**config.mk**
```make
export PLATFORM = sky130hd
export DESIGN_NAME = xor_stream_cipher_flat
export DESIGN_NICKNAME = d
export VERILOG_FILES = /design/src/rtl/xor_cipher_pkg.sv /design/src/rtl/xor_stream_cipher_if.sv /design/src/rtl/xor_key_ring.sv /design/src/rtl/xor_stream_cipher.sv /design/src/flat_wrapper.sv
export SDC_FILE = /design/constraint.sdc
export NUM_CORES = 1
export LEC_CHECK = 0
export BUFFER_PORTS_ARGS = -buffer_cell sky130_fd_sc_hd__buf_2
export CAP_MARGIN = 10
export CORE_MARGIN = 2
export CORE_UTILIZATION = 45
export DETAILED_ROUTE_END_ITERATION = 10
export HOLD_SLACK_MARGIN = 0.15
export RECOVER_POWER = 100
export SLEW_MARGIN = 20
export SYNTH_ARGS = -nofsm -noshare
export SYNTH_HDL_FRONTEND = slang
export SYNTH_SLANG_ARGS = --single-unit
```
**constraint.sdc**
```tcl
create_clock -name iClk -period 2.3 [get_ports iClk]
set_input_delay 0.115 -clock iClk [delete_from_list [all_inputs] [get_ports iClk]]
set_output_delay 0.115 -clock iClk [all_outputs]
set_load 0.02 [all_outputs]
```
**src/rtl/xor_cipher_pkg.sv**
```systemverilog
// Shared types and constants for the streaming XOR cipher.
package xor_cipher_pkg;

    typedef enum logic [1:0] {
        S_KEY,
        S_READY,
        S_STREAM
    } state_t;

    localparam logic [1:0] MODE_STATIC = 2'b00;
    localparam logic [1:0] MODE_ROLL   = 2'b01;
    localparam logic [1:0] MODE_BYPASS = 2'b10;

endpackage

```
**src/rtl/xor_stream_cipher_if.sv**
```systemverilog
// Beat-level bus between the pad ring and the cipher core.
interface xor_stream_cipher_if #(
    parameter int LANES = 1
);
    logic             iEn;
    logic [LANES-1:0] iData_in;
    logic             iLoad_key;
    logic             iLoad_msg;
    logic [1:0]       iMode;
    logic [LANES-1:0] oData_out;
    logic             oValid;
    logic             oSerial_start;
    logic             oSerial_end;
    logic             oKey_ready;
    logic             oBusy;
    logic             oError;

    modport master (
        output iEn, iData_in, iLoad_key, iLoad_msg, iMode,
        input  oData_out, oValid, oSerial_start, oSerial_end,
        input  oKey_ready, oBusy, oError
    );

    modport slave (
        input  iEn, iData_in, iLoad_key, iLoad_msg, iMode,
        output oData_out, oValid, oSerial_start, oSerial_end,
        output oKey_ready, oBusy, oError
    );
endinterface

```
**src/rtl/xor_key_ring.sv**
```systemverilog
// Key storage plus a per-message working copy that can rotate
// each time the slice index wraps.
module xor_key_ring #(
    parameter int KEY_SIZE = 32,
    parameter int LANES    = 1
) (
    input  logic                        i_clk,
    input  logic                        i_rst,
    input  logic                        i_load,
    input  logic [$clog2(KEY_SIZE)-1:0] i_load_idx,
    input  logic [LANES-1:0]            i_load_data,
    input  logic                        i_start,
    input  logic                        i_adv,
    input  logic                        i_clear,
    input  logic                        i_roll,
    output logic [LANES-1:0]            o_slice
);
    localparam int KW = $clog2(KEY_SIZE);
    localparam int CW = KW + 1;
    localparam logic [CW-1:0] STEP = CW'(LANES);
    localparam logic [CW-1:0] WEND = CW'(KEY_SIZE);

    logic [KEY_SIZE-1:0] r_key;
    logic [KEY_SIZE-1:0] r_work;
    logic [KEY_SIZE-1:0] w_src;
    logic [CW-1:0]       r_kidx;
    logic [CW-1:0]       w_kidx_nxt;
    logic                w_wrap;

    assign w_kidx_nxt = r_kidx + STEP;
    assign w_wrap     = (w_kidx_nxt == WEND);

    // The first beat of a message reads the master key directly,
    // since the working copy is only refreshed at that same edge.
    assign w_src   = i_start ? r_key : r_work;
    assign o_slice = w_src[r_kidx[KW-1:0] +: LANES];

    always_ff @(posedge i_clk) begin
        if (i_rst) begin
            r_key  <= '0;
            r_work <= '0;
            r_kidx <= '0;
        end else begin
            if (i_load) begin
                r_key[i_load_idx +: LANES] <= i_load_data;
            end
            if (i_start) begin
                r_work <= r_key;
            end else if (i_adv && w_wrap && i_roll && !i_clear) begin
                r_work <= {r_work[KEY_SIZE-2:0], r_work[KEY_SIZE-1]};
            end
            if (i_adv) begin
                r_kidx <= (i_clear || w_wrap) ? '0 : w_kidx_nxt;
            end
        end
    end
endmodule

```
**src/rtl/xor_stream_cipher.sv**
```systemverilog
// Serial key loader and one-cycle-latency XOR stream encryptor
// with start/end framing and protocol-error flagging.
module xor_stream_cipher
    import xor_cipher_pkg::*;
#(
    parameter int KEY_SIZE = 32,
    parameter int MSG_SIZE = 512,
    parameter int LANES    = 1
) (
    input logic                iClk,
    input logic                iRst,
    xor_stream_cipher_if.slave bus
);
    localparam int KW  = $clog2(KEY_SIZE);
    localparam int KCW = KW + 1;
    localparam int MCW = $clog2(MSG_SIZE) + 1;
    localparam logic [KCW-1:0] K_STEP = KCW'(LANES);
    localparam logic [KCW-1:0] K_END  = KCW'(KEY_SIZE);
    localparam logic [MCW-1:0] M_STEP = MCW'(LANES);
    localparam logic [MCW-1:0] M_LAST = MCW'(MSG_SIZE - LANES);

    state_t           r_state;
    logic [KCW-1:0]   r_key_cnt;
    logic [MCW-1:0]   r_msg_cnt;
    logic [1:0]       r_mode;
    logic [LANES-1:0] r_data;
    logic             r_valid;
    logic             r_start;
    logic             r_end;
    logic             r_key_ready;
    logic             r_busy;
    logic             r_err;

    logic             w_kbeat;
    logic             w_mbeat;
    logic             w_both;
    logic             w_first;
    logic             w_proc;
    logic             w_last;
    logic             w_load;
    logic [KW-1:0]    w_load_idx;
    logic [1:0]       w_mode;
    logic             w_roll;
    logic             w_byp;
    logic [LANES-1:0] w_slice;
    logic [KCW-1:0]   w_key_cnt_nxt;

    assign w_kbeat = bus.iEn & bus.iLoad_key & ~bus.iLoad_msg;
    assign w_mbeat = bus.iEn & bus.iLoad_msg & ~bus.iLoad_key;
    assign w_both  = bus.iEn & bus.iLoad_key & bus.iLoad_msg;
    assign w_first = w_mbeat & (r_state == S_READY);
    assign w_proc  = w_mbeat & (r_state != S_KEY);
    assign w_last  = (r_msg_cnt == M_LAST);
    assign w_load  = w_kbeat & (r_state != S_STREAM);

    // A key beat in S_READY restarts the key at slice 0.
    assign w_load_idx = (r_state == S_KEY) ? r_key_cnt[KW-1:0] : '0;
    assign w_mode     = w_first ? bus.iMode : r_mode;
    assign w_roll     = (w_mode == MODE_ROLL);
    assign w_byp      = (w_mode == MODE_BYPASS);

    assign w_key_cnt_nxt = r_key_cnt + K_STEP;

    xor_key_ring #(
        .KEY_SIZE(KEY_SIZE),
        .LANES   (LANES)
    ) u_ring (
        .i_clk      (iClk),
        .i_rst      (iRst),
        .i_load     (w_load),
        .i_load_idx (w_load_idx),
        .i_load_data(bus.iData_in),
        .i_start    (w_first),
        .i_adv      (w_proc),
        .i_clear    (w_proc & w_last),
        .i_roll     (w_roll),
        .o_slice    (w_slice)
    );

    always_ff @(posedge iClk) begin
        if (iRst) begin
            r_state     <= S_KEY;
            r_key_cnt   <= '0;
            r_msg_cnt   <= '0;
            r_mode      <= MODE_STATIC;
            r_data      <= '0;
            r_valid     <= 1'b0;
            r_start     <= 1'b0;
            r_end       <= 1'b0;
            r_key_ready <= 1'b0;
            r_busy      <= 1'b0;
            r_err       <= 1'b0;
        end else if (!bus.iEn) begin
            r_valid <= 1'b0;
            r_start <= 1'b0;
            r_end   <= 1'b0;
            r_err   <= 1'b0;
        end else begin
            r_valid <= 1'b0;
            r_start <= 1'b0;
            r_end   <= 1'b0;
            r_err   <= w_both;
            case (r_state)
                S_KEY: begin
                    if (w_kbeat) begin
                        if (w_key_cnt_nxt == K_END) begin
                            r_key_cnt   <= '0;
                            r_state     <= S_READY;
                            r_key_ready <= 1'b1;
                        end else begin
                            r_key_cnt <= w_key_cnt_nxt;
                        end
                    end
                    if (w_mbeat) begin
                        r_err <= 1'b1;
                    end
                end
                S_READY: begin
                    if (w_kbeat) begin
                        r_key_ready <= 1'b0;
                        r_key_cnt   <= K_STEP;
                        r_state     <= S_KEY;
                    end
                    if (w_mbeat) begin
                        r_mode <= bus.iMode;
                    end
                end
                S_STREAM: begin
                    if (w_kbeat) begin
                        r_err <= 1'b1;
                    end
                end
                default: r_state <= S_KEY;
            endcase
            if (w_proc) begin
                r_data  <= bus.iData_in ^ (w_byp ? '0 : w_slice);
                r_valid <= 1'b1;
                r_start <= (r_msg_cnt == '0);
                if (w_last) begin
                    r_end     <= 1'b1;
                    r_msg_cnt <= '0;
                    r_busy    <= 1'b0;
                    r_state   <= S_READY;
                end else begin
                    r_msg_cnt <= r_msg_cnt + M_STEP;
                    r_busy    <= 1'b1;
                    r_state   <= S_STREAM;
                end
            end
        end
    end

    assign bus.oData_out     = r_data;
    assign bus.oValid        = r_valid;
    assign bus.oSerial_start = r_start;
    assign bus.oSerial_end   = r_end;
    assign bus.oKey_ready    = r_key_ready;
    assign bus.oBusy         = r_busy;
    assign bus.oError        = r_err;
endmodule

```
**src/flat_wrapper.sv**
```systemverilog
// flat-port wrapper written by rule: the top's interface ports become plain ports
module xor_stream_cipher_flat import xor_cipher_pkg::*;
#(
    parameter int KEY_SIZE = 32,
    parameter int MSG_SIZE = 512,
    parameter int LANES    = 1
)
  (iClk, iRst, bus_iEn, bus_iData_in, bus_iLoad_key, bus_iLoad_msg, bus_iMode, bus_oData_out, bus_oValid, bus_oSerial_start, bus_oSerial_end, bus_oKey_ready, bus_oBusy, bus_oError);
  xor_stream_cipher_if #(.LANES(LANES)) bus_i ();
  input logic iClk;
  input logic iRst;
  input wire logic [$bits(bus_i.iEn)-1:0] bus_iEn;
  input wire logic [$bits(bus_i.iData_in)-1:0] bus_iData_in;
  input wire logic [$bits(bus_i.iLoad_key)-1:0] bus_iLoad_key;
  input wire logic [$bits(bus_i.iLoad_msg)-1:0] bus_iLoad_msg;
  input wire logic [$bits(bus_i.iMode)-1:0] bus_iMode;
  output wire logic [$bits(bus_i.oData_out)-1:0] bus_oData_out;
  output wire logic [$bits(bus_i.oValid)-1:0] bus_oValid;
  output wire logic [$bits(bus_i.oSerial_start)-1:0] bus_oSerial_start;
  output wire logic [$bits(bus_i.oSerial_end)-1:0] bus_oSerial_end;
  output wire logic [$bits(bus_i.oKey_ready)-1:0] bus_oKey_ready;
  output wire logic [$bits(bus_i.oBusy)-1:0] bus_oBusy;
  output wire logic [$bits(bus_i.oError)-1:0] bus_oError;
  assign bus_i.iEn = bus_iEn;
  assign bus_i.iData_in = bus_iData_in;
  assign bus_i.iLoad_key = bus_iLoad_key;
  assign bus_i.iLoad_msg = bus_iLoad_msg;
  assign bus_i.iMode = bus_iMode;
  assign bus_oData_out = bus_i.oData_out;
  assign bus_oValid = bus_i.oValid;
  assign bus_oSerial_start = bus_i.oSerial_start;
  assign bus_oSerial_end = bus_i.oSerial_end;
  assign bus_oKey_ready = bus_i.oKey_ready;
  assign bus_oBusy = bus_i.oBusy;
  assign bus_oError = bus_i.oError;
  xor_stream_cipher #(.KEY_SIZE(KEY_SIZE), .MSG_SIZE(MSG_SIZE), .LANES(LANES)) u_core (.iClk(iClk), .iRst(iRst), .bus(bus_i));
endmodule
```
# [After elaboration in Yosys (flattened, before gate mapping)]
# Cells that the tools add are included.
[op_classes] add_sub_neg=4 n_eq_ne=15 shifts=3 n_mux=29 bitwise=14 n_reduce_logical=17
[op_table] cell="$mux W32" n=3
[op_table] cell="$bwmux W32" n=1
[op_table] cell="$shift A1 B7 Y32 const A" n=1
[op_table] cell="$shiftx A1 B7 Y32" n=1
[op_table] cell="$shiftx A32 B6 Y1" n=1
[op_table] cell="$mux W6" n=4
[op_table] cell="$add A6 B1 Y6 const B" n=2
[op_table] cell="$eq A6 B6 Y1 const B" n=2
[op_table] cell="$mux W2" n=6
[op_table] cell="$pmux W6 S2" n=1
[op_table] cell="$add A10 B1 Y10 const B" n=1
[op_table] cell="$eq A10 B9 Y1 const B" n=1
[op_table] cell="$logic_not A10 Y1" n=1
[op_table] cell="$mux W10" n=1
[op_table] cell="$reduce_and A5 Y1" n=2
[op_table] cell="$and A1 B1 Y1" n=9
[op_table] cell="$mux W1" n=9
[op_table] cell="$neg A5 Y7" n=1
[op_table] cell="$ne A2 B2 Y1 const B" n=3
[op_table] cell="$ne A3 B2 Y1 const B" n=2
[op_table] cell="$pmux W2 S3" n=1
[op_table] cell="$reduce_bool A2 Y1" n=3
[op_table] cell="$mux W5" n=1
[op_table] cell="$eq A2 B1 Y1 const B" n=2
[op_table] cell="15 further kinds" n=23
[word_totals] register_bits=97 inputBits=8 out_inout_bits=7

# [Logic depth before layout (Yosys ltp)]
# Gate-level depths: netlist of run 1.
[depth] word_depth=9 depth_mapped=11

# [Modules after synthesis]
# From an unflattened synthesis of run 1, not the netlist that was laid out.
[unflattened] hier_cells=608 hier_area_um2=5245.0
[modules_own_cells] module="xor_key_ring" instances=1 cells_each=438 area_per_inst_um2=3834.9 seq_area_each_um2=1401.3
[modules_own_cells] module="xor_stream_cipher" instances=1 cells_each=170 area_per_inst_um2=1410.1 seq_area_each_um2=540.5

# [Least setup slack after synthesis of run 1]
# Ideal clock, no wire load.
[synth_path] kind="register to register" start="register u_core.r_state[0]" end="register u_core.u_ring.r_key[13]" setup_ns=0.128 arrival_ns=2.167 t_required_ns=2.172 path_slack_ns=0.005 stages_incl_launch_ff=11 period_less_slack_ns=2.295 cell_sequence="dfxtp_1 -> nor2_1 -> nand2_1 -> ha_1 -> o21ai_0 -> nand3_1 -> or3_1 -> clkbuf_1 -> nor2_1 -> mux2i_1 -> nor2_1"
[synth_between] elab_chain_cells=5
[synth_rtl] item="from (decl)" line="xor_stream_cipher.sv:22" rtl="state_t r_state;"
[synth_rtl] item="from (signal assigned)" line="xor_stream_cipher.sv:82" rtl="r_state <= S_KEY;"
[synth_rtl] item="from (signal assigned)" line="xor_stream_cipher.sv:108" rtl="r_state <= S_READY;"
[synth_rtl] item="from (signal assigned)" line="xor_stream_cipher.sv:122" rtl="r_state <= S_KEY;"
[synth_rtl] item="$logic_not A2 Y1" line="xor_stream_cipher.sv:57" rtl="assign w_load_idx = (r_state == S_KEY) ? r_key_cnt[KW-1:0] : '0;"
[synth_rtl] item="$mux W5" line="xor_stream_cipher.sv:57"
[synth_rtl] item="$neg A5 Y7" line="xor_key_ring.sv:45" rtl="r_key[i_load_idx +: LANES] <= i_load_data;"
[synth_rtl] item="$shiftx A1 B7 Y32 / $shift A1 B7 Y32 (equally long branches)" line="xor_key_ring.sv:45"
[synth_rtl] item="$bwmux W32" line="xor_key_ring.sv:45"
[synth_rtl] item="to (signal, indexed assignment)" line="xor_key_ring.sv:45"
[synth_rtl] item="to (decl)" line="xor_key_ring.sv:23" rtl="logic [KEY_SIZE-1:0] r_key;"
# Several ways; a longest one is shown, not always the timed one.
# A chain may end at the register's enable or synchronous reset.

# [Worst setup path in the final report of run 1]
[layout_path] start="register u_core.r_state[0]" end="register u_core.r_data (netlist: u_core.bus.oData_out)"
[layout_between] elab_chain_cells=6
[layout_rtl] item="$eq A2 B1 Y1" line="xor_stream_cipher.sv:51" rtl="assign w_first = w_mbeat & (r_state == S_READY);"
[layout_rtl] item="$and A1 B1 Y1" line="xor_stream_cipher.sv:51"
[layout_rtl] item="$mux W32 / $mux W2 (equally long branches)" line="xor_key_ring.sv:35, xor_stream_cipher.sv:58"
[layout_rtl] item="$shiftx A32 B6 Y1 / $eq A2 B2 Y1 (equally long branches)" line="xor_key_ring.sv:36, xor_stream_cipher.sv:60"
[layout_rtl] item="$mux W1" line="xor_stream_cipher.sv:136" rtl="r_data <= bus.iData_in ^ (w_byp ? '0 : w_slice);"
[layout_rtl] item="$xor A1 B1 Y1" line="xor_stream_cipher.sv:136"
[layout_rtl] item="to (signal assigned)" line="xor_stream_cipher.sv:136"
[layout_rtl] item="to (decl)" line="xor_stream_cipher.sv:26" rtl="logic [LANES-1:0] r_data;"
# Several ways; a longest one is shown, not always the timed one.

==> results of run 1 <==
## area by class of cell
| cell class | instances | area share [%] |
|---|---|---|
| multi-input cells | 487 | 50.1 |
| flip-flops and latches | 97 | 30.1 |
| repair buffers | 97 | 12.5 |
| clock buffers | 10 | 3.53 |
| well taps | 143 | 2.76 |
| inverters | 9 | 0.560 |
| clock inverters | 5 | 0.502 |
## what timing repair did
item                       CTS  global route
pin swaps                    2            18
hold buffers                 2             0
cloned                       1             2
setup endpoints to repair   37            63
gates resized for setup     11            41
setup buffers                2             8
hold endpoints to repair     2             0
## critical path, delay by kind of cell, from the launching register on
family                 cells  cell delay, ns
multiplexers               1            0.31
buffers and inverters      1            0.16
AO/OA/AOI/OAI              5            0.99
flip-flops                 1            0.39
AND/OR/NAND/NOR            2            0.40
## power by group through the flow
stage / clock (mW) / combinational (mW) / sequential (mW)
5_1_grt: 1.48 / 0.167 / 1.68
6_report: 1.39 / 0.151 / 1.68
2_1_floorplan: 0 / 0.0842 / 1.72
3_5_place_dp: 0 / 0.140 / 1.72
4_1_cts: 1.43 / 0.143 / 1.68
3_3_place_gp: 0 / 0.137 / 1.72
## cells by family after synthesis
kind of cell / after synthesis
buffers and inverters: 58
xor gates and xnor gates: 12
DFF: 97
and+or+nand+nor: 262
adders and majority gates: 6
muxes: 70
AOI/OAI and AO/OA: 136
## layer usage
metal  track usage, %  vias to the layer above  share of wire [%]
met1             30.7                     2326                 47
li1                 -                     2386                  -
met4             7.80                        0                2.8
met5                0                        -                  0
met2             36.3                      102                 46
met3             4.97                       27                4.2
## how the worst min path moves through the flow
stage	startpoint	to	slack, ns
after floorplan	bus_iMode[0]	u_core.r_mode[0]$_SDFFE_PP0P_	0.25
after global placement	bus_iMode[1]	u_core.r_mode[1]$_SDFFE_PP0P_	0.38
after detailed placement	bus_iMode[0]	u_core.r_mode[0]$_SDFFE_PP0P_	0.39
after CTS	bus_iLoad_msg	u_core.bus.oError$_SDFF_PP0_	0.15
after global routing	bus_iEn	u_core.r_state[1]$_SDFFE_PP0P_	0.18
final	bus_iEn	u_core.r_state[1]$_SDFFE_PP0P_	0.16
## placed cells by master, fill, tap and decap left out, types with 3 or more instances in the layout
cell type,instances
buf_12,5
nor2_2,3
a211oi_1,29
buf_4,69
o21ai_1,8
or3_1,3
xnor2_1,5
nand2b_1,3
mux4_2,4
clkbuf_16,10
mux2i_1,51
ha_1,4
a21oi_2,6
buf_2,7
nand4_1,10
o21ai_0,24
nor3b_1,4
and3_1,4
dfxtp_1,94
nor3_1,14
a31oi_1,4
nor2_1,128
nand2_2,4
clkinv_2,3
inv_1,8
nand2_1,51
buf_6,5
o211ai_1,3
nand3_1,9
a21oi_1,41
clkbuf_1,8
mux2_1,9
or3_4,5
xor2_1,7
## through the flow
step                      area (um2)  TNS (ns)  setup WS [ns]  utilization [%]
final                           6480   -0.0227        -0.0227             56.8
after global routing            6480    -0.137         -0.127             56.8
after CTS                       6240    -0.210        -0.0567             54.6
after detailed placement        5860     -1.69         -0.182             51.4
after global placement          5860    -0.349         -0.132             51.4
after floorplan                 5280         0        0.00548                -
## flip-flops by register name (all words and copies together), names as in the netlist
register	cells
u_core.bus.oBusy	1
u_core.r_msg_cnt	10
u_core.u_ring.r_work	32
u_core.bus.oError	1
u_core.bus.oSerial_end	1
u_core.u_ring.r_key	32
u_core.bus.oSerial_start	1
u_core.bus.oData_out	1
u_core.r_key_cnt	6
u_core.bus.oKey_ready	1
u_core.r_mode	2
u_core.u_ring.r_kidx	6
u_core.r_state	2
u_core.bus.oValid	1
==> metrics, run 1 <==
maximum clock insertion buffer count=2; Vias=roughly 4.8k; worst setup path startpoint=u_core.r_state[0]$_SDFFE_PP0P_; register bit count reported by yosys=97; worst endpoint required time=2.57 ns; Tcrit/Tclk final=101%; Sw Pwr=765 uW; Max Cap Violations=0; Area Overhead vs Synth=22.8%; slack of the worst reg-to-reg path=-0.02 ns; clock sink count=97; post-synthesis instance area=5280 um2; global-route usage over all layers=22.7%; R2R depth=9; number of stages on the worst hold path=3; Ant. Diodes=0; clock insertion delay at the later pin of the skew report=0.35 ns; worst hold slack across all endpoints=roughly 0.16 ns; clock network power share=43.2%; Routability Congestion=0.833; number of setup violations in the final report=1; worst rel slew slack=61.7%; number of input and output port buffers inserted=14; xor/xnor share of the synthesized area=1.99%; VDD IR-drop max=0.388 mV; syn nets=655; total area of multi-input combinational cells=3250 um2; die width=~110 um; Clock Pin Slew Worst Setup and Hold Paths=roughly 0.070 ns; cells along the critical path=and4b_4 -> nand2_8 -> buf_12 -> mux2_4 -> a211oi_4 -> a31oi_1 -> a31oi_1 -> o21ai_1 -> a311oi_2; number of distinct standard cells referenced by the synthesized netlist=63; Final Hold Viols=0; PD cells=approximately 500 nW/um2; most frequently used cell type in the post-synthesis netlist=nor2_1; HPWL reported at the end of detailed placement=9850 um; last element of the critical path=u_core.bus.oData_out$_SDFFE_PP0P_; Post-Syn Area per Cell=roughly 8.2 um2; delay of the slowest critical-path stage=0.39 ns; count of flip-flops with a built-in enable after synthesis=0; basic-gate share of the synthesized area counting and, or, nand and nor cells=22.8%; global route total overflow=0; compound-gate portion of the synthesized area=16.5%; adder-cell share of the synthesized area=1.42%; area of the die=12600 um2; flip-flop cell with the highest count after synthesis=dfxtp_1; Layout Cells excl Fill=848; sequential group share of total power=a little over half; pin count of the biggest net entering global routing=66; number of top-level pins=15; H-tree levels=3; pin slew with the least headroom to its limit=about 0.58 ns; reported leakage power=2.57 nW; Setup crit start kind=register; effective utilization at floorplan=46.2%; violations in the final reports=negative setup slack; critical register-to-register path startpoint=u_core.r_state[0]$_SDFFE_PP0P_; mux contribution to synthesized area=between 15 and 20%; RSZ-0062 raised after global routing=true; Commonest cells post-synth=nor2_1 (132), dfxtp_1 (97), nand2_1 (55), mux2i_1 (52), a21oi_1 (46); PnR worst setup slack=-0.0227 ns; average via count per standard cell=5.71; final period demand of the worst path=approximately 2.3 ns; wire length per cell after detailed routing=16.7 um; sequential area share after synthesis=36.8%; switch share=a little under a quarter; Synthesis Warnings=0; initial DRC count=between 300 and 400; TritonCTS clock tree=yes; Int Pwr=2.46 mW; dominant combinational cell family by area after synthesis=simple AND/OR/NAND/NOR gates; crit path DAT=2.59 ns; first-pass iteration count of the detailed router=4; master cell of the clock root buffer=clkbuf_16; worst-path cell with the longest stage delay=dfxtp_4; Async SR Flop Fraction=0%; total of fill cells in the finished design=1070; Tightest Hold Check Type=input pin to register; gate count of the mapped netlist=~640; Critical R2R Capture=u_core.bus.oData_out$_SDFFE_PP0P_; Crit Path Max Fanout=10; number of global-route vias before repair=4567; total power=3.23 mW; top-area cell type share of the netlist area=36.8%; final antenna-violating net count=0; number of antenna violations at the first check in global routing=0; Final Max Tran Viols=0; global-route wire length before repair=23100 um; Setup crit end kind=register; worst setup skew after layout=between 0.007 and 0.008 ns; number of CTS-inserted buffers=9; proportion of layout cells with a drive suffix above 1=21.8%; Core Box Area=~11000 um2; result of the run=complete, but fails checks; DP Cell Count=between 800 and 900; Post-Route WL=14100 um; share of total power in combinational logic=under 10%; largest area contributor in the netlist=dfxtp_1; type of the worst setup path=register to register; achievable clock frequency=431 MHz; Storage cell area=between 1500 and 2000 um2; cells taking the most area after synthesis=dfxtp_1 (37%), mux2i_1 (9.9%), nor2_1 (9.4%); DRC violations left=0; Die Y=112 um; most common cell type on the critical path=a31oi_1; net total in the final layout=715; std cell rows=39
Power figures use the tool's default switching activity.
==> inputs of run 2 (changes only) <==
Clock period 2.3 ns to 2.9 ns, I/O delays scaled along.
==> run 2 against run 1 <==
Effect of this change: the flow now finishes without violations; non-clock buffer count down 57; die area is the same; final area down 11%; largest power group unchanged; critical endpoint unchanged; core utilization fell by 6.3 points.
==> metrics, run 2 (synthesis results as in run 1) <==
Setup crit start kind=input pin; worst endpoint required time=3.17 ns (+0.60 ns); final core utilization=50.4% (-6.3 points); effective utilization at floorplan=46.2% (unchanged); Vias=4540 (-6.2%); H-tree levels=3 (unchanged); die width=112 um (unchanged); PD cells=446 nW/um2 (-10%); registers with the most flip-flops=u_core.u_ring.r_key x32, u_core.u_ring.r_work x32, u_core.r_msg_cnt x10; DRC violations left=0 (unchanged); RSZ-0062 raised after global routing=false; pin slew with the least headroom to its limit=0.962 ns (+0.387 ns); Area Overhead vs Synth=9.15%; HPWL reported at the end of detailed placement=9260 um (-6.0%); Die Y=112 um (unchanged); Tcrit/Tclk final=93.9%; clock sink count=97 (unchanged); initial DRC count=269 (-13%); maximum clock insertion buffer count=2 (unchanged); number of top-level pins=15 (unchanged); Setup crit end kind=register; most common library cell in the layout ignoring fill and taps=nor2_1; master cell of the clock root buffer=clkbuf_16; Final Hold Viols=0 (unchanged); Layout Cells excl Fill=791 (-6.7%); worst setup timing slack at the placement stage=0.209 ns (+0.391 ns); Clock Pin Slew Worst Setup and Hold Paths=0.07 ns (about the same); buffer count from post-CTS setup fixing=0 (-2); TritonCTS clock tree=yes; global-route usage over all layers=22.0% (-0.69 points); Sum Neg Setup Slack=0 ns (+0.0227 ns); crit path DAT=3.00 ns (+0.41 ns); Tightest Hold Check Type=input pin to register; Core Box Area=11400 um2 (unchanged); Max Cap Violations=0 (unchanged); worst setup skew after layout=0.00706 ns (-0.000383 ns); Final Max Tran Viols=0 (unchanged); final antenna-violating net count=0 (unchanged); std cell rows=39 (unchanged); Ant. Diodes=0 (unchanged); achievable clock frequency=367 MHz; first-pass iteration count of the detailed router=5 (+1); number of global-route vias before repair=4419 (-3.2%); Post-Route WL=13300 um (-6.0%); VDD IR-drop max=0.313 mV (-19%); average via count per standard cell=5.74 (+0.54%); Crit Path Max Fanout=14 (+4); final period demand of the worst path=2.72 ns; result of the run=finished, final reports clean; clock insertion delay at the later pin of the skew report=0.35 ns (about the same); number of CTS-inserted buffers=9 (unchanged); global route total overflow=0 (unchanged); number of setup violations in the final report=0 (-1); Routability Congestion=0.854 (+2.6%); global-route wire length before repair=22300 um (-3.1%); type of the worst setup path=input pin to register; area of the die=12600 um2 (unchanged); proportion of layout cells with a drive suffix above 1=9.41% (-12 points); PnR worst setup slack=0.178 ns (+0.201 ns); worst rel slew slack=35.4% (-26 points); highest-count cells in the layout ignoring fill and taps=nor2_1 (132), dfxtp_1 (97), nand2_1 (55); worst hold slack across all endpoints=0.165 ns (+0.00812 ns); pin count of the biggest net entering global routing=39 (-41%); number of input and output port buffers inserted=14 (unchanged); wire length per cell after detailed routing=16.8 um (+0.74%); reported leakage power=2.20 nW (-14%); DP Cell Count=772 (-5.6%); number of antenna violations at the first check in global routing=0 (unchanged); net total in the final layout=657 (-8.1%)
==> run 2: cell types whose count changed in the layout (fill, tap and decap cells not counted), sizes merged <==
cell,before,now
buf,87,24
nand2,57,56
dlygate4sd3,2,3
clkinv,4,6
clkbuf,18,22
==> run 2: routing by layer <==
layer  vias to the layer above  track usage (%)  part of all wire, %
met2                        97             35.2                   45
met5                         -                0                    0
met1                      2160             29.6                   49
li1                       2264                -                    -
met4                         0             8.29                  2.1
met3                        19             4.54                  4.2
==> run 2: cell type report <==
class | count | area (um2)
clock inverters | 7 | 46.3
well taps | 143 | 179
flip-flops and latches | 97 | 1940
clock buffers | 9 | 225
multi-input cells | 486 | 3080
fillers | 1102 | 5660
repair buffers | 40 | 256
inverters | 9 | 33.8
==> run 2: timing repair <==
action / in CTS / in global routing
setup endpoints to repair: 0 / 24
endpoints found under the hold margin: 3 / 0
hold buffers: 3 / 0
gates resized for setup: 0 / 1
==> run 2: final timing paths <==
kind | startpoint | to | slack (ns) | cells past startpoint
worst max-delay path | bus_iEn | u_core.bus.oData_out$_SDFFE_PP0P_ | 0.18 | 10
worst min register to register | u_core.r_mode[0]$_SDFFE_PP0P_ | u_core.r_mode[0]$_SDFFE_PP0P_ | 0.47 | 2
worst max register to register | u_core.r_state[0]$_SDFFE_PP0P_ | u_core.u_ring.r_key[18]$_SDFFE_PP0P_ | 0.19 | 10
worst min-delay path | bus_iLoad_key | u_core.bus.oError$_SDFF_PP0_ | 0.17 | 3
==> run 2: stage by stage <==
| stage | area, um2 | total power [mW] |
|---|---|---|
| after floorplan | 5280 | 1.43 |
| after global placement | 5480 | 1.46 |
| after detailed placement | 5480 | 1.47 |
| after CTS | 5780 | 2.59 |
| after global routing | 5760 | 2.64 |
| final | 5760 | 2.57 |
==> run 2: critical path: stages <==
cell and delay (ns):
dlygate4sd3_1 0.52, buf_2 0.22, nand4b_4 0.22, nor2_8 0.27, mux4_1 0.35, a2111oi_0 0.55, o41ai_2 0.17, o21ai_1 0.17
o21ai_1 0.10, a311oi_2 0.28
==> run 2: power breakdown <==
group	switching (mW)	internal [mW]
sequential	0.00252	1.33
clock	0.548	0.582
combinational	0.0738	0.0291
==> inputs of run 3 (changes only) <==
Settings changed: RECOVER_POWER 100 to not set.
==> run 3 against run 2 <==
Effect of this change: sequential cell count stayed put; clock skew shrank 0.00072 ns; worst hold slack barely moved; non-clock buffer count did not move; first-iteration DRC count down 3.7%; clock-buffer cell count unchanged; sequential share of layout area shrank 0.17 points; cell count is the same; setup slack improved by 0.019 ns; highest routed layer unchanged.
==> metrics, run 3 (synthesis results as in run 1) <==
result of the run=finished, final reports clean; Core Box Area=11400 um2 (unchanged); number of CTS-inserted buffers=9 (unchanged); proportion of layout cells with a drive suffix above 1=11.3% (+1.9 points); crit path DAT=2.98 ns (-0.02 ns); endpoint of the worst hold-timing path=u_core.bus.oError$_SDFF_PP0_; worst setup timing slack at the placement stage=0.209 ns (unchanged); Routability Congestion=0.854 (unchanged); master cell of the clock root buffer=clkbuf_16; Clock Pin Slew Worst Setup and Hold Paths=0.07 ns (about the same); sequential group share of total power=52.0% (about the same); worst hold slack across all endpoints=0.165 ns (+0.0000710 ns); slack of the worst reg-to-reg path=0.21 ns (+0.02 ns); number of stages on the worst hold path=3 (unchanged); Ant. Diodes=0 (unchanged); final antenna-violating net count=0 (unchanged); global-route wire length before repair=22300 um (unchanged); registers with the most flip-flops=u_core.u_ring.r_key x32, u_core.u_ring.r_work x32, u_core.r_msg_cnt x10; initial DRC count=259 (-3.7%); worst rel slew slack=35.2% (-0.28 points); maximum clock insertion buffer count=2 (unchanged); Post-Route WL=13200 um (-0.42%); clock network power share=43.9% (about the same); DRC violations left=0 (unchanged); R2R depth=10 (unchanged); net total in the final layout=657 (unchanged); PD cells=444 nW/um2 (-0.54%); Sum Neg Setup Slack=0 ns (unchanged); VDD IR-drop max=0.314 mV (+0.30%); Tcrit/Tclk final=93.2% (-0.66 points); reported leakage power=2.26 nW (+2.4%); Max Cap Violations=0 (unchanged); number of antenna violations at the first check in global routing=0 (unchanged); effective utilization at floorplan=46.2% (unchanged); Final Max Tran Viols=0 (unchanged); most common library cell in the layout ignoring fill and taps=nor2_1; clock insertion delay at the later pin of the skew report=0.35 ns (about the same); critical register-to-register path startpoint=u_core.r_state[0]$_SDFFE_PP0P_; number of setup violations in the final report=0 (unchanged); Final Hold Viols=0 (unchanged); area of the die=12600 um2 (unchanged); number of input and output port buffers inserted=14 (unchanged); pin slew with the least headroom to its limit=0.966 ns (+0.00423 ns); worst setup skew after layout=0.00634 ns (-0.000725 ns); Area Overhead vs Synth=9.70%; global-route usage over all layers=22.0% (unchanged); die width=112 um (unchanged); first-pass iteration count of the detailed router=5 (unchanged); average via count per standard cell=5.73 (-0.18%); DP Cell Count=772 (unchanged); Setup crit end kind=register; wire length per cell after detailed routing=16.7 um (-0.42%); buffer count from post-CTS setup fixing=0 (unchanged); Crit Path Max Fanout=14 (unchanged); number of global-route vias before repair=4419 (unchanged); RSZ-0062 raised after global routing=false; final period demand of the worst path=2.70 ns (-0.0191 ns); Layout Cells excl Fill=791 (unchanged); number of top-level pins=15 (unchanged); TritonCTS clock tree=yes; Int Pwr=1.94 mW (about the same); switch share=24.2% (-0.053 points); type of the worst setup path=input pin to register; worst endpoint required time=3.17 ns (about the same); Critical R2R Capture=u_core.u_ring.r_key[18]$_SDFFE_PP0P_; Vias=4532 (-0.18%); HPWL reported at the end of detailed placement=9260 um (unchanged); final core utilization=50.7% (+0.25 points); highest-count cells in the layout ignoring fill and taps=nor2_1 (132), dfxtp_1 (97), nand2_1 (55); Die Y=112 um (unchanged); achievable clock frequency=370 MHz (+0.71%); Setup crit start kind=input pin; H-tree levels=3 (unchanged); Sw Pwr=622 uW (-0.26%); pin count of the biggest net entering global routing=39 (unchanged); Tightest Hold Check Type=input pin to register; worst setup path startpoint=bus_iEn; std cell rows=39 (unchanged); clock sink count=97 (unchanged); share of total power in combinational logic=4.0% (about the same); global route total overflow=0 (unchanged); Worst Min Path Start=bus_iLoad_key; PnR worst setup slack=0.197 ns (+0.0191 ns)
## run 3: cell count changes in the layout (fill, tap and decap cells not counted)
cell / delta
and2_0: -1
or2_2: +1
or2_1: +1
clkbuf_1: -11
or2_0: -2
clkbuf_2: -2
buf_2: +7
buf_4: +6
and2_1: +1
## run 3: worst max-delay path by stage
stage	endpoint	slack [ns]	cells after the start
2_1_floorplan	u_core.u_ring.r_key[13]$_SDFFE_PP0P_	0.61	10
3_3_place_gp	u_core.u_ring.r_work[10]$_SDFFE_PP0P_	0.26	7
3_5_place_dp	u_core.u_ring.r_work[11]$_SDFFE_PP0P_	0.21	7
4_1_cts	u_core.u_ring.r_work[11]$_SDFFE_PP0P_	0.08	9
5_1_grt	u_core.u_ring.r_key[17]$_SDFFE_PP0P_	0.01	10
6_report	u_core.bus.oData_out$_SDFFE_PP0P_	0.20	10
## run 3: power groups by stage
stage	clock network (mW)	logic [mW]	registers (mW)
final	1.13	0.103	1.34
after global routing	1.20	0.115	1.34
after global placement	0	0.0972	1.37
after floorplan	0	0.0668	1.37
after detailed placement	0	0.0994	1.37
after CTS	1.16	0.103	1.34
## run 3: layout make-up
| cell class | instances | area [um2] |
|---|---|---|
| Fill cell | 1089 | 5630 |
| Clock buffer | 9 | 225 |
| Inverter | 9 | 33.8 |
| Multi-Input combinational cell | 486 | 3080 |
| Tap cell | 143 | 179 |
| Clock inverter | 7 | 46.3 |
| Sequential cell | 97 | 1940 |
| Timing Repair Buffer | 40 | 285 |
## run 3: critical path: stages
cell,delay (ns)
dlygate4sd3_1,0.52
buf_2,0.22
nand4b_4,0.21
nor2_8,0.27
mux4_1,0.35
a2111oi_0,0.54
o41ai_2,0.17
o21ai_1,0.17
o21ai_1,0.10
a311oi_2,0.27
## run 3: repair_timing
action | 4_1_cts | 5_1_grt
hold buffers | 3 | 0
setup endpoints to repair | 0 | 24
hold endpoints to repair | 3 | 0
gates resized for setup | 0 | 1
## run 3: metrics by stage
stage | total power, mW | area, um2
after floorplan | 1.43 | 5280
after global placement | 1.46 | 5480
after detailed placement | 1.47 | 5480
after CTS | 2.59 | 5780
after global routing | 2.65 | 5790
final | 2.57 | 5790
## run 3: layer usage
layer / GRT usage, % / vias to the layer above / wire (um)
met1: 29.6 / 2142 / 6340
met2: 35.2 / 107 / 6020
met3: 4.54 / 20 / 568
li1: - / 2263 / -
met4: 8.29 / 0 / 306
met5: 0 / - / 0
